$ cat src/rtl/fetch_skid_queue.sv
// ---------------------------------------------------------------------------
// fetch_skid_queue
//
// IF/ID boundary buffer. It sits between instruction memory and decode and
// holds up to DEPTH {pc, instruction} pairs.
//
// - While decode is stalled, every fetch still in flight is queued.
// - When the stall releases, the queue drains in order, one word per cycle.
// - A branch flush empties the queue. It then drops the next FLUSH_BUBBLES
//   cycles of input, because those are wrong-path fetches.
// - fetch_hold tells the PC to stop before the queue can overflow.
//
// Handshake: the fetch side has no ready signal. A word is offered whenever
// in_valid is high, and it is either taken or dropped in that same cycle.
// Back-pressure comes only from fetch_hold. fetch_hold asserts FETCH_LAT
// entries early, so that fetches already issued still find room in the
// queue.
//
// Ports
//   clk             clock, all state changes on the rising edge
//   rst             synchronous active-high reset
//   in_valid        fetched word present this cycle
//   in_pc           pc of the fetched word
//   in_instr        fetched instruction
//   stall           decode hold
//   if_flush        branch taken in EX; clears the queue, starts discard
//   pc_id           decode pc
//   instruction_id  decode instruction
//   valid_id        decode word is real (0 = bubble)
//   count           queue occupancy
//   fetch_hold      PC must not advance (count >= DEPTH-FETCH_LAT)
//   overflow        sticky: a word arrived while stalled with a full queue
// ---------------------------------------------------------------------------
module fetch_skid_queue #(
    parameter int              XLEN          = 32,
    parameter int              DEPTH         = 4,
    parameter int              FETCH_LAT     = 2,
    parameter int              FLUSH_BUBBLES = 2,
    parameter logic [XLEN-1:0] NOP           = '0
) (
    input  logic                     clk,
    input  logic                     rst,
    input  logic                     in_valid,
    input  logic [XLEN-1:0]          in_pc,
    input  logic [XLEN-1:0]          in_instr,
    input  logic                     stall,
    input  logic                     if_flush,
    output logic [XLEN-1:0]          pc_id,
    output logic [XLEN-1:0]          instruction_id,
    output logic                     valid_id,
    output logic [$clog2(DEPTH):0]   count,
    output logic                     fetch_hold,
    output logic                     overflow
);

    localparam int PW = $clog2(DEPTH);
    localparam int CW = $clog2(DEPTH) + 1;
    localparam int DW = (FLUSH_BUBBLES > 0) ? $clog2(FLUSH_BUBBLES + 1) : 1;

    localparam logic [CW-1:0] FULL_CNT  = CW'(DEPTH);
    localparam logic [CW-1:0] HOLD_TH   = CW'(DEPTH - FETCH_LAT);
    localparam logic [DW-1:0] DISC_LOAD = DW'(FLUSH_BUBBLES);

    logic [XLEN-1:0] fifo_pc    [DEPTH];
    logic [XLEN-1:0] fifo_instr [DEPTH];
    logic [PW-1:0]   rd_ptr;
    logic [PW-1:0]   wr_ptr;
    logic [DW-1:0]   disc;

    logic accept;
    logic fifo_empty;
    logic fifo_full;
    logic push;
    logic pop;

    // Pointers wrap freely because DEPTH is a power of two. The occupancy
    // counter is what tells full from empty.
    always_comb begin
        accept     = in_valid && (disc == '0);
        fifo_empty = (count == '0);
        fifo_full  = (count == FULL_CNT);
        push       = 1'b0;
        pop        = 1'b0;
        if (!rst && !if_flush) begin
            if (stall) begin
                push = accept && !fifo_full;
            end else begin
                pop  = !fifo_empty;
                // When the queue is empty, an accepted word bypasses it
                // straight into the ID register. It is only pushed here
                // when a pop frees a slot in the same cycle.
                push = accept && !fifo_empty;
            end
        end
    end

    assign fetch_hold = (count >= HOLD_TH);

    // The storage array has no reset. The pointers and count decide which
    // entries are live.
    always_ff @(posedge clk) begin
        if (push) begin
            fifo_pc[wr_ptr]    <= in_pc;
            fifo_instr[wr_ptr] <= in_instr;
        end
    end

    always_ff @(posedge clk) begin
        if (rst) begin
            pc_id          <= '0;
            instruction_id <= NOP;
            valid_id       <= 1'b0;
            rd_ptr         <= '0;
            wr_ptr         <= '0;
            count          <= '0;
            disc           <= '0;
            overflow       <= 1'b0;
        end else if (if_flush) begin
            // A flush takes priority over stall. The decode slot shows a
            // bubble that carries the redirect pc.
            pc_id          <= in_pc;
            instruction_id <= NOP;
            valid_id       <= 1'b0;
            rd_ptr         <= '0;
            wr_ptr         <= '0;
            count          <= '0;
            disc           <= DISC_LOAD;
        end else begin
            if (disc != '0) begin
                disc <= disc - DW'(1);
            end
            if (push) begin
                wr_ptr <= wr_ptr + PW'(1);
            end
            if (pop) begin
                rd_ptr <= rd_ptr + PW'(1);
            end
            if (push && !pop) begin
                count <= count + CW'(1);
            end else if (pop && !push) begin
                count <= count - CW'(1);
            end

            if (stall) begin
                if (accept && fifo_full) begin
                    overflow <= 1'b1;
                end
            end else if (!fifo_empty) begin
                pc_id          <= fifo_pc[rd_ptr];
                instruction_id <= fifo_instr[rd_ptr];
                valid_id       <= 1'b1;
            end else if (accept) begin
                pc_id          <= in_pc;
                instruction_id <= in_instr;
                valid_id       <= 1'b1;
            end else begin
                pc_id          <= in_pc;
                instruction_id <= NOP;
                valid_id       <= 1'b0;
            end
        end
    end

endmodule

$ cat config.mk
export PLATFORM = sky130hd
export DESIGN_NAME = fetch_skid_queue
export DESIGN_NICKNAME = d
export VERILOG_FILES = /design/src/rtl/fetch_skid_queue.sv
export SDC_FILE = /design/constraint.sdc
export NUM_CORES = 1
export LEC_CHECK = 0
export CORE_AREA = 3 3 154 156
export CTS_CLUSTER_DIAMETER = 200
export DETAILED_ROUTE_END_ITERATION = 8
export DIE_AREA = 0 0 157 159
export GPL_ROUTABILITY_DRIVEN = 0
export GPL_TIMING_DRIVEN = 0
export HOLD_SLACK_MARGIN = 0.12
export MAX_ROUTING_LAYER = met4
export PLACE_DENSITY = 0.79
export SLEW_MARGIN = 20
export SYNTH_ARGS = -nofsm -noshare
export SYNTH_HDL_FRONTEND = slang
export SYNTH_SLANG_ARGS = --single-unit
$ cat constraint.sdc
create_clock -name clk -period 5 [get_ports clk]
set_input_delay 0.75 -clock clk [delete_from_list [all_inputs] [get_ports clk]]
set_output_delay 0.75 -clock clk [all_outputs]
set_load 0.1 [all_outputs]
==> results_dict.tcl <==
set metrics [dict create \
    synth.yosys.seq_area_share_pct 73.7 \
    antenna_found_initial 1 \
    worstMarginPinSlew_ns 1.07 \
    swShare_pct 21.7 \
    ys_ff_latch 333 \
    cp-start-kind "primary input" \
    cpMostUsedCell "inv_1" \
    hpwl_um 16700 \
    hold_viol_final 0 \
    path_cells "clkdlybuf4s50_1 -> nor2_1 -> clkbuf_1 -> o311ai_0 -> inv_1 -> ha_1 -> inv_1 -> fa_1 -> xor2_1 -> or3_1 -> a21oi_1" \
    ctsResizeCount 0 \
    insertion_delay_ns 0.50 \
    status "completed" \
    combPwrFrac_pct 7.2 \
    ctsHtreeMaxLevel 2 \
    initial_core_util_pct 55.6 \
    synth_top_flop_cell "edfxtp_1" \
    ant_nets 0 \
    via_per_inst 6.29 \
    worst-path-buf-inv 4 \
    yosysWarnings 0 \
    synth_area_per_cell_um2 19.7 \
    clk_path_buf_depth 3 \
    dr.pass1.iters 5 \
    syn_area_mm2 0.0125 \
    cts_setup_buffers 0 \
    max_stage_delay_ns 0.57 \
    seq_area_mm2 0.00923 \
    io_pins 139 \
    p_per_area_mw_per_mm2 390 \
    cts_tree "built" \
    layout.cells.most_common "edfxtp_1" \
    multi_input_area_mm2 0.00304 \
    num_vias 7062 \
    numCtsBuffers 34 \
    cts-hold-fix-buffers 0 \
    final_cell_mix "256 x edfxtp_1, 136 x clkdlybuf4s50_1, 77 x dfxtp_1" \
    synth_fa_ha_area_share_pct 0.660 \
    nNetsFinal 885 \
    fill_cells 1405 \
    seqPwrFrac_pct 50.2 \
    grt_pass1_vias 7608 \
    synth_top_area_share_pct 61.4 \
    drc 0 \
    drv_slew 0 \
    synth.largest_area_cell "edfxtp_1" \
    fin_crit_sh_pct 78.0 \
    synth_xor_area_share_pct 0.210 \
    rsz0062_at_grt "no" \
    cp_slowest_cell "clkdlybuf4s50_1" \
    clkTransAtPathRegs_ns 0.06 \
    fin_util_pct 68.9 \
    p_int_uw 4730 \
    root_buffer "clkbuf_16" \
    grtUsageTotal_pct 22.9 \
    drt_iter0_drc 600 \
    synth_cell_types 33 \
    critPathArrivalTime_ns 4.34 \
    critPathTopFamily "buffers and inverters" \
    peakVddDrop_uv 269 \
    fmax_mhz 256 \
    dieHeight_um 159 \
    grt_max_degree 34 \
    finalSetupViolations 0 \
    synth_area_leaders "edfxtp_1 61%, dfxtp_1 12%, mux4_2 12%" \
    pwr-share-clk_pct 42.6 \
    crit_required_ns 5.43 \
    cap_violations 0 \
    synth_enable_flop_cells 256 \
    grt_overflow_total 0 \
    syn_nets 709 \
    die_area_mm2 0.0250 \
    cts_sinks 333 \
    io_buffers 136 \
    worstHoldPathType "reg -> reg" \
    total_power_uw 6040 \
    grt_pass1_wl_um 43000 \
    muxShareOfSynthArea_pct 11.8 \
    p_sw_uw 1310 \
    core_mm2 0.0225 \
    yosys.area_share.simple_pct 5.90 \
    synth_compound_area_share_pct 5.67 \
    power_leakage_uw 0.00511 \
    avgRoutedWirePerCell_um 24.4 \
    syn_inst 634 \
    finalClockSkew_ns 0.0121 \
    cp-end-kind "flip-flop" \
    die_w_um 157 \
    synthArstFlopShare_pct 0 \
    syn_to_final_growth_pct 23.8 \
    post-route-min-period_ns 3.90 \
    criticalPathCategory "in -> reg" \
    synth_top_family_by_area "multiplexers" \
    slew_headroom_pct 28.1 \
    critPathMaxFanout 10 \
    fp-row-count 55 \
    totalWireLength_um 27300 \
    drive_gt1_share_pct 17.5 \
]
==> synthesized netlist by cell type, types with 2 or more instances <==
| cell | number |
|---|---|
| edfxtp_1 | 256 |
| dfxtp_1 | 77 |
| mux4_2 | 64 |
| a221o_1 | 63 |
| and4_1 | 63 |
| clkbuf_1 | 35 |
| buf_2 | 11 |
| inv_1 | 8 |
| a21oi_1 | 7 |
| ha_1 | 5 |
| nor2_1 | 5 |
| and2_1 | 4 |
| buf_6 | 4 |
| mux2i_1 | 3 |
| xor2_1 | 3 |
| nand2_1 | 2 |
| nand3_1 | 2 |
| nor3_1 | 2 |
| nor3b_1 | 2 |
| nor4_1 | 2 |
| o21ai_0 | 2 |
| or2_2 | 2 |
| or3_1 | 2 |
==> flip-flops by register name (all words and copies together) (netlist names), named ones only <==
| signal | flops |
|---|---|
| disc | 2 |
| fifo_pc | 128 |
| overflow | 1 |
| count | 3 |
| instruction_id | 32 |
| fifo_instr | 128 |
| valid_id | 1 |
| rd_ptr | 2 |
| pc_id | 32 |
| wr_ptr | 2 |
==> cell type report <==
class	count	share of cell area, %
flip-flops and latches	333	59.6
multi-input cells	243	19.6
repair buffers	140	9.30
clock buffers	54	6.97
well taps	285	2.30
plain buffers	50	1.49
clock inverters	8	0.573
inverters	8	0.194
diodes	1	0.0161
==> logic make-up (layout without fill, tap and decap cells) <==
family	Yosys count	in the layout
DFF	333	333
and+or+nand+nor	91	91
AOI/OAI and AO/OA	76	76
muxes	67	67
buffers and inverters	58	260
adders and majority gates	6	6
xor gates and xnor gates	3	3
other	0	1
==> worst reg2reg max path, stage by stage (launching register included) <==
cell and delay [ns]:
dfxtp_1 0.32, nor3b_1 0.49, o311ai_0 0.44, inv_1 0.26, ha_1 0.21, inv_1 0.06
fa_1 0.37, xor2_1 0.18, or3_1 0.32, a21oi_1 0.15
==> power groups by stage <==
stage	Sequential (uW)	Clock, uW	Combinational [uW]
global route	3030	2720	453
detailed placement	3090	0	432
floorplan	3260	0	85.8
global placement	3090	0	422
finish	3030	2570	434
CTS	3030	2600	435
==> path summary, 6_finish.rpt <==
kind                              start  endpoint  slack [ns]  cells after the start
worst max-delay path                rst  count[2]        1.10                     11
worst min-delay path            disc[0]   disc[0]        0.46                      1
worst min register to register  disc[0]   disc[0]        0.46                      1
worst max register to register  disc[1]  count[2]        2.15                      9
==> through the flow <==
stage	instances	hold WS, ns	setup WS, ns	instance area, um2	TNS (ns)
detailed placement	1059	0.454	0.592	14300	0
global placement	1055	0.435	-1.13	14200	-286.40
floorplan	634	0.422	1.17	12500	0
finish	1122	0.455	1.10	15500	0
global route	1122	0.490	0.949	15500	0
CTS	1121	0.463	1.11	15500	0
==> metal layers <==
| metal | routed length (um) | vias to the layer above | global-route usage (%) | part of all wire (%) |
|---|---|---|---|---|
| met1 | 11200 | 3692 | 31.0 | 41 |
| met4 | 408 | 0 | 5.77 | 1.5 |
| met5 | 0 | - | - | 0 |
| met2 | 13900 | 276 | 36.6 | 51 |
| li1 | - | 3060 | - | - |
| met3 | 1760 | 34 | 4.24 | 6.5 |
Power figures use the tool's default switching activity.
